### config.mk
export PLATFORM = sky130hd
export DESIGN_NAME = mult_sequencer
export DESIGN_NICKNAME = d
export VERILOG_FILES = /design/src/rtl/mult_pkg.sv /design/src/rtl/sign_extend_adder.sv /design/src/rtl/mult_sequencer.sv
export SDC_FILE = /design/constraint.sdc
export NUM_CORES = 1
export LEC_CHECK = 0
export BUFFER_PORTS_ARGS = -buffer_cell sky130_fd_sc_hd__buf_2
export CAP_MARGIN = 25
export CORE_MARGIN = 2
export CORE_UTILIZATION = 35
export DETAILED_ROUTE_END_ITERATION = 8
export PLACE_DENSITY_LB_ADDON = 0.15
export SLEW_MARGIN = 0
export SYNTH_ARGS = -nofsm -noshare
export SYNTH_HDL_FRONTEND = slang
export SYNTH_HIERARCHICAL = 1
export SYNTH_SLANG_ARGS = --single-unit
### constraint.sdc
create_clock -name Clk -period 3 [get_ports Clk]
set_clock_uncertainty 0.05 [all_clocks]
set_input_delay 0.3 -clock Clk [delete_from_list [all_inputs] [get_ports Clk]]
set_output_delay 0.3 -clock Clk [all_outputs]
set_load 0.01 [all_outputs]
### src/rtl/mult_pkg.sv
// mult_pkg: shared types and constants for the 8-bit signed add-shift multiplier.
package mult_pkg;
    localparam int WIDTH  = 8;
    localparam int N_PASS = 8;
    typedef enum logic [2:0] {IDLE, CLR, ADD, SHIFT, HOLD} state_t;
endpackage

### src/rtl/sign_extend_adder.sv
// sign_extend_adder: 9-bit sign-extended add (fn=0) or subtract (fn=1) of two 8-bit operands.
module sign_extend_adder
    import mult_pkg::*;
(
    input  logic [WIDTH-1:0] a,
    input  logic [WIDTH-1:0] b,
    input  logic             fn,
    output logic [WIDTH:0]   s
);
    logic [WIDTH:0] b_x;
    assign b_x = {(WIDTH+1){fn}} ^ {b[WIDTH-1], b};
    assign s   = {a[WIDTH-1], a} + b_x + {{WIDTH{1'b0}}, fn};
endmodule

### src/rtl/mult_sequencer.sv
// mult_sequencer: FSM, pass counter and A/B/X registers for the signed add-shift multiplier.
module mult_sequencer
    import mult_pkg::*;
#(
    parameter bit CLEAR_ON_RUN = 1'b1
)
(
    input  logic             Clk,
    input  logic             Reset_n,
    input  logic             Run,
    input  logic             ClearA_LoadB,
    input  logic [WIDTH-1:0] S,
    output logic [WIDTH-1:0] Aval,
    output logic [WIDTH-1:0] Bval,
    output logic             X,
    output logic             Busy,
    output logic             Done
);
    localparam int CW = $clog2(N_PASS);
    state_t           state_q, state_d;
    logic [WIDTH-1:0] a_q, a_d, b_q, b_d;
    logic             x_q, x_d;
    logic [CW-1:0]    cnt_q, cnt_d;
    logic             last_pass;
    logic [WIDTH:0]   sum;
    // The final pass handles the multiplier sign bit, whose weight is negative.
    assign last_pass = cnt_q == CW'(N_PASS - 1);
    sign_extend_adder u_adder (
        .a  (a_q),
        .b  (S),
        .fn (last_pass),
        .s  (sum)
    );
    always_ff @(posedge Clk or negedge Reset_n) begin
        if (!Reset_n) state_q <= IDLE;
        else          state_q <= state_d;
    end
    always_ff @(posedge Clk or negedge Reset_n) begin
        if (!Reset_n) begin
            a_q   <= '0;
            b_q   <= '0;
            x_q   <= 1'b0;
            cnt_q <= '0;
        end else begin
            a_q   <= a_d;
            b_q   <= b_d;
            x_q   <= x_d;
            cnt_q <= cnt_d;
        end
    end
    always_comb begin
        state_d = state_q;
        case (state_q)
            IDLE:    state_d = ClearA_LoadB ? IDLE : Run ? (CLEAR_ON_RUN ? CLR : ADD) : IDLE;
            CLR:     state_d = ADD;
            ADD:     state_d = SHIFT;
            SHIFT:   state_d = last_pass ? HOLD : ADD;
            HOLD:    state_d = Run ? HOLD : IDLE;
            default: state_d = IDLE;
        endcase
    end
    always_comb begin
        a_d   = a_q;
        b_d   = b_q;
        x_d   = x_q;
        cnt_d = cnt_q;
        case (state_q)
            IDLE: begin
                if (ClearA_LoadB) begin
                    a_d = '0;
                    x_d = 1'b0;
                    b_d = S;
                end else if (Run) begin
                    cnt_d = '0;
                end
            end
            CLR: begin
                a_d   = '0;
                x_d   = 1'b0;
                cnt_d = '0;
            end
            ADD: begin
                if (b_q[0]) {x_d, a_d} = sum;
            end
            SHIFT: begin
                a_d   = {x_q, a_q[WIDTH-1:1]};
                b_d   = {a_q[0], b_q[WIDTH-1:1]};
                cnt_d = last_pass ? cnt_q : cnt_q + 1'b1;
            end
            default: ;
        endcase
    end
    always_comb begin
        Busy = state_q inside {CLR, ADD, SHIFT};
        Done = state_q == HOLD;
    end
    assign Aval = a_q;
    assign Bval = b_q;
    assign X    = x_q;
endmodule

==> results of run 1 <==
## worst paths after layout
check / depth (start not counted) / slack [ps] / end / startpoint
max: 11 / 160 / X / cnt_q[0]
min: 2 / 240 / state_q[2] / Run
max reg2reg: 11 / 160 / X / cnt_q[0]
min reg2reg: 1 / 490 / Bval[1] / Bval[1]
max in group asynchronous: 2 / 2050 / Bval[3] / Reset_n
min in group asynchronous: 2 / 490 / Aval[7] / Reset_n
## report_power, final
group / internal, mW / leakage, nW / total, mW / switching [mW]
combinational: 0.678 / 0.585 / 1.27 / 0.591
clock: 0.0929 / 0.0255 / 0.199 / 0.106
sequential: 0.460 / 0.278 / 0.607 / 0.147
## cells in the mapped netlist (all sizes together), types with 2 or more instances
cell and n:
xor2 10, nor2 5, a21oi 11, or3b 3
xnor2 4, ha 9, dfrtp 23, o21a 2
mux2i 4, inv 11, nand2 8, buf 6
o21ai 3, nor3 3, a22o 9, mux2 24
## per-layer routing
metal  GRT usage, %  vias to the layer above  wire, um
li1               -                      585         -
met1           17.4                      566      1570
met2           24.4                       31      1600
met3           2.81                        7       157
met4           5.87                        0        74
met5              0                        -         0
## metrics by stage
step / hold slack (ps) / util, % / power, mW / std cells
finish: 240 / 42.2 / 2.07 / 230
detailed placement: 273 / 40.7 / 1.89 / 225
global placement: 268 / 40.7 / 1.86 / 225
global route: 231 / 42.2 / 2.26 / 230
floorplan: -45.6 / - / 1.60 / 147
CTS: 231 / 42.0 / 2.09 / 230
## registers in the layout (all words and copies together), names as in the netlist
signal / count
Aval: 8
Bval: 8
X: 1
cnt_q: 3
state_q: 3
## worst max-delay path: cells and delay by family (launching register included)
kind / cells / cell delay, ps
adders and majority gates: 3 / 750
AOI/OAI and AO/OA: 5 / 730
and+or+nand+nor: 2 / 590
DFF: 1 / 410
xor gates and xnor gates: 1 / 230
## what timing repair did
item / 4_1_cts / 5_1_grt
hold buffers: 1 / 0
setup buffers: 0 / 0
setup endpoints to repair: 0 / 1
hold endpoints to repair: 23 / 0
gates resized for setup: 0 / 2
## cells by family (layout without fill, tap and decap cells)
kind of cell,after synthesis,count (layout)
simple gates,24,24
fa+ha+maj,10,10
xor+xnor,14,14
compound gates,31,31
flops,23,23
mux,28,28
buf+inv,17,48
## layout make-up
type,instances,area (um2)
fillers,438,2530
inverters,11,41.3
flip-flops and latches,23,576
multi-input cells,107,946
clock buffers,3,41.3
clock inverters,1,5.00
repair buffers,33,175
well taps,52,65.1
==> flow_metrics.env, run 1 <==
export IMPL_drtIter0Drc=21
export IMPL_yosysTopAreaCell="dfrtp_1"
export IMPL_placed_area_um2=1780
export IMPL_p_per_area_nw_per_um2=1120
export IMPL_initial_utilization_pct=36.7
export IMPL_row_count=24
export IMPL_synth_ff_type="dfrtp_1"
export IMPL_max_clock_path_buffers=2
export IMPL_die_width_um=71.8
export IMPL_required_ps=3150
export IMPL_die_area_um2=5160
export IMPL_ys_seq_area_share_pct=35.7
export IMPL_final_common_cell="buf_2"
export IMPL_final_cell_mix="buf_2 (30), mux2_2 (24), dfrtp_1 (23)"
export IMPL_vdd_drop_max_v=0.000413
export IMPL_cpMostUsedCell="ha_1"
export IMPL_yosysUniqueCellTypes=35
export IMPL_tightestPinTransition_ps=585
export IMPL_io_pins=31
export IMPL_synth_mux_area_share_pct=19.5
export IMPL_io_buffers=30
export IMPL_final_setup_tns_ps=0
export IMPL_post_route_min_period_ps=2840
export IMPL_finish_instance_area_um2=1850
export IMPL_max_slew_margin_rel_pct=60.8
export IMPL_setup_violations=0
export IMPL_grt_max_degree=24
export IMPL_slowest_delay_ps=460
export IMPL_drc_errors=0
export IMPL_worst_slack_ps=165
export IMPL_crit_path_top_delay_cell="or3b_2"
export IMPL_syn_area_um2=1610
export IMPL_clk_latency_ps=270
export IMPL_cp_end_kind="flop"
export IMPL_fin_crit_sh_pct=94.5
export IMPL_cts_tree="built"
export IMPL_synth_nets=169
export IMPL_finalMaxSlewViolations=0
export IMPL_synth_top_area_share_pct=35.7
export IMPL_synth_seq_cells=23
export IMPL_clockRootBuffer="clkbuf_8"
export IMPL_numCtsBuffers=3
export IMPL_fmax_mhz=353
export IMPL_die_h_um=71.8
export IMPL_routed_wl_um=3410
export IMPL_grt_use_total_pct=14.2
export IMPL_grt_pass1_vias=1248
export IMPL_syn_inst=147
export IMPL_place_gp_congestion=0.789
export IMPL_synth_top_family_by_area="multiplexers"
export IMPL_via_per_inst=5.17
export IMPL_grt_overflow=0
export IMPL_clock_sinks=23
export IMPL_hold_viol=0
export IMPL_synth_xor_area_share_pct=7.61
export IMPL_core_region_area_um2=4380
export IMPL_vias=1189
export IMPL_wl_per_cell_um=14.8
export IMPL_nNetsFinal=201
export IMPL_hp_class="input pin to flop"
export IMPL_crit_chain="ha_1 -> ha_2 -> xor2_1 -> ha_1 -> o21a_1 -> o311ai_2 -> nand2_1 -> a31oi_1 -> or3b_2 -> o22ai_1 -> o2bb2ai_1"
export IMPL_synthSimpleGateAreaFrac_pct=8.24
export IMPL_grt_pass1_wl_um=5660
export IMPL_leakagePower_nw=0.888
export IMPL_cp_arrival_ps=2980
export IMPL_worstSetupStartpointType="flop"
export IMPL_antenna_cells=0
export IMPL_path_clk_slew_ps=90
export IMPL_dp_hpwl_um=2620
export IMPL_post_place_ws_ps=101
export IMPL_synth_adder_area_share_pct=8.24
export IMPL_async_flop_share_pct=100
export IMPL_ys_warn_count=6
export IMPL_drt_pre_antenna_iters=4
export IMPL_synth_compound_area_share_pct=14.5
export IMPL_htree_num_levels=1
export IMPL_ant_nets=0
export IMPL_outcome="finished, final reports clean"
export IMPL_syn_to_final_growth_pct=14.8
export IMPL_timing_max_cap_violations=0
export IMPL_antenna_found_initial=0
export IMPL_critical_path_class="flop to flop"
export IMPL_synth_edf_count=0
export IMPL_synth_area_leaders="dfrtp_1 (36%), mux2_2 (17%), ha_1 (7.0%), xor2_1 (5.4%), a22o_1 (4.9%)"
export IMPL_syn_avg_cell_area_um2=11.0
export IMPL_drive_above_1_share_pct=41.0
export IMPL_crit_fanout=7
Note: power is estimated with default switching activity, not from simulation.
==> run 2: changes to the inputs <==
--- a/config.mk
+++ b/config.mk
@@ -5,6 +5,7 @@
 export SDC_FILE = /design/constraint.sdc
 export NUM_CORES = 1
 export LEC_CHECK = 0
+export ABC_AREA = 1
 export BUFFER_PORTS_ARGS = -buffer_cell sky130_fd_sc_hd__buf_2
 export CAP_MARGIN = 25
 export CORE_MARGIN = 2
==> run 2 against run 1 <==
Against the previous run: register-to-register slack improved by 320 ps; first-iteration DRC count rose to 3.7 times the previous value; worst hold slack got worse by 22 ps; clock-buffer cell count rose by 1; die area rose by 9.6%; critical path type unchanged; critical endpoint unchanged; largest cell class unchanged.
==> flow_metrics.env, run 2 <==
export IMPL_outcome="finished, final reports clean"
export IMPL_synth_common_cells="nand2_1 (125), dfrtp_1 (23), nand3_1 (23)"
export IMPL_crit_chain="ha_1 -> ha_1 -> xnor2_1 -> fa_1 -> o21ai_2 -> nand2_1 -> nand2_1 -> nand2_1 -> nand2_1 -> inv_1 -> nor2_1 -> nand4_1 -> nand2_1"
export IMPL_power_frac_seq_pct=28.7
export IMPL_htree_num_levels=1
export IMPL_clock_sinks=23
export IMPL_synth_mux_area_share_pct=0
export IMPL_finalMaxSlewViolations=0
export IMPL_die_h_um=75.2
export IMPL_max_clock_path_buffers=2
export IMPL_synth_xor_area_share_pct=5.43
export IMPL_synth_edf_count=0
export IMPL_synth_seq_cells=23
export IMPL_place_gp_congestion=0.851
export IMPL_synth_most_common_cell="nand2_1"
export IMPL_p_switching_mw=0.988
export IMPL_cts_tree="built"
export IMPL_numCtsBuffers=3
export IMPL_grt_pass1_wl_um=7280
export IMPL_post_route_min_period_ps=2520
export IMPL_drive_above_1_share_pct=18.2
export IMPL_placed_area_um2=1970
export IMPL_leakagePower_nw=1.23
export IMPL_grt_pass1_vias=1572
export IMPL_post_cts_resized=0
export IMPL_ys_seq_area_share_pct=32.4
export IMPL_worst_slack_ps=485
export IMPL_tightestPinTransition_ps=551
export IMPL_max_slew_margin_rel_pct=63.2
export IMPL_yosysTopAreaCell="dfrtp_1"
export IMPL_antenna_cells=0
export IMPL_synth_top_area_share_pct=32.4
export IMPL_pwr_share_clk_pct=10.5
export IMPL_syn_inst=260
export IMPL_rsz0062_at_grt="false"
export IMPL_synth_ff_type="dfrtp_1"
export IMPL_finish_instance_area_um2=2030
export IMPL_post_place_ws_ps=488
export IMPL_p_per_area_nw_per_um2=978
export IMPL_clk_latency_ps=270
export IMPL_ys_warn_count=6
export IMPL_vias=1630
export IMPL_worstSetupStartpointType="flop"
export IMPL_synth_compound_area_share_pct=2.61
export IMPL_fin_crit_sh_pct=83.8
export IMPL_wl_per_cell_um=11.6
export IMPL_synth_top_family_by_area="simple AND/OR/NAND/NOR gates"
export IMPL_final_common_cell="nand2_1"
export IMPL_final_setup_tns_ps=0
export IMPL_synth_adder_area_share_pct=7.48
export IMPL_crit_path_top_delay_cell="fa_1"
export IMPL_io_buffers=30
export IMPL_final_cell_mix="nand2_1 (125), buf_2 (30), dfrtp_1 (23), nand3_1 (23), inv_1 (20)"
export IMPL_row_count=25
export IMPL_slowest_delay_ps=470
export IMPL_drc_errors=0
export IMPL_crit_family="adder cells"
export IMPL_switching_share_pct=49.8
export IMPL_antenna_found_initial=0
export IMPL_syn_avg_cell_area_um2=6.82
export IMPL_synth_nets=282
export IMPL_die_width_um=75.2
export IMPL_internal_power_mw=0.995
export IMPL_dp_hpwl_um=3110
export IMPL_hold_viol=0
export IMPL_path_clk_slew_ps=90
export IMPL_whs_ps=219
export IMPL_cpMostUsedCell="nand2_1"
export IMPL_required_ps=3170
export IMPL_syn_to_final_growth_pct=14.3
export IMPL_grt_max_degree=24
export IMPL_cp_arrival_ps=2680
export IMPL_fmax_mhz=398
export IMPL_hp_class="input pin to flop"
export IMPL_drt_pre_antenna_iters=4
export IMPL_syn_area_um2=1770
export IMPL_nNetsFinal=314
export IMPL_async_flop_share_pct=100
export IMPL_post_cts_repair_setup_buffers=0
export IMPL_drtIter0Drc=77
export IMPL_clockRootBuffer="clkbuf_8"
export IMPL_synth_area_leaders="dfrtp_1 (32%), nand2_1 (26%), nand3_1 (6.5%), ha_1 (6.3%), xor2_1 (4.4%)"
export IMPL_critical_path_class="flop to flop"
export IMPL_crit_buf_inv=1
export IMPL_io_pins=31
export IMPL_ant_nets=0
export IMPL_routed_wl_um=4160
export IMPL_fillers=540
export IMPL_grt_use_total_pct=16.8
export IMPL_yosysUniqueCellTypes=29
export IMPL_crit_fanout=9
export IMPL_setup_violations=0
export IMPL_p_comb_share_pct=60.7
export IMPL_via_per_inst=4.55
export IMPL_p_total_mw=1.98
export IMPL_die_area_um2=5650
export IMPL_timing_max_cap_violations=0
export IMPL_initial_utilization_pct=36.8
export IMPL_grt_overflow=0
export IMPL_cp_end_kind="flop"
export IMPL_vdd_drop_max_v=0.000302
export IMPL_synthSimpleGateAreaFrac_pct=44.4
export IMPL_core_region_area_um2=4820
==> run 2: cell types whose count changed in the layout (fill, tap and decap cells not counted), moves of 4 or more <==
cell     change
a21oi_1      -4
nand2_1    +117
mux2_2      -24
nand3_1     +23
inv_2        +4
a22o_1       -9
inv_1        +9
nor2_1       +7
nand2_2      +4
==> run 2: worst paths after layout <==
| path | endpoint | depth (start not counted) | slack [ps] | start |
|---|---|---|---|---|
| max | X | 13 | 480 | cnt_q[0] |
| min | state_q[2] | 3 | 220 | Run |
| max reg2reg | X | 13 | 480 | cnt_q[0] |
| min reg2reg | cnt_q[1] | 2 | 440 | cnt_q[1] |
| max in group asynchronous | Aval[6] | 2 | 2040 | Reset_n |
| min in group asynchronous | state_q[2] | 2 | 490 | Reset_n |
==> run 2: what timing repair did <==
item / CTS / global route
endpoints found under the setup margin: 0 / 0
endpoints found under the hold margin: 23 / 0
hold buffers: 1 / 0
==> run 2: layout make-up <==
type	count	area, um2	share of cell area (%)
Inverter	26	100	4.94
Multi-Input combinational cell	207	1060	52.4
Tap cell	67	83.8	4.13
Timing Repair Buffer	31	160	7.90
Clock buffer	4	45.0	2.22
Sequential cell	23	576	28.4
==> run 2: stage by stage <==
step                      cells  utilization [%]
after floorplan             260                -
after global placement      353             41.0
after detailed placement    353             41.0
after CTS                   358             42.1
after global routing        358             42.1
final                       358             42.1
==> run 2: worst min-delay path: stages <==
cell and delay, ps:
buf_2 90, nand2_1 40, o21ai_1 70
==> run 2: per-layer routing <==
metal	global-route usage (%)	up-vias	share of wire (%)
met5	0	-	0
met4	4.68	0	1.0
met3	2.68	4	3.6
met2	26.2	31	44
met1	24.0	729	51
li1	-	866	-
==> run 2: kinds of logic (layout without fill, tap and decap cells) <==
kind of cell	Yosys count	count (layout)
compound gates	8	8
xor+xnor	11	11
fa+ha+maj	10	10
buf+inv	30	61
flops	23	23
simple gates	178	178
==> run 2: power groups by stage <==
stage	Sequential [mW]	Clock, mW	Combinational, mW
6_report	0.570	0.208	1.20
5_1_grt	0.594	0.231	1.41
4_1_cts	0.572	0.220	1.22
3_5_place_dp	0.578	0	1.22
3_3_place_gp	0.580	0	1.21
2_1_floorplan	0.601	0	0.890
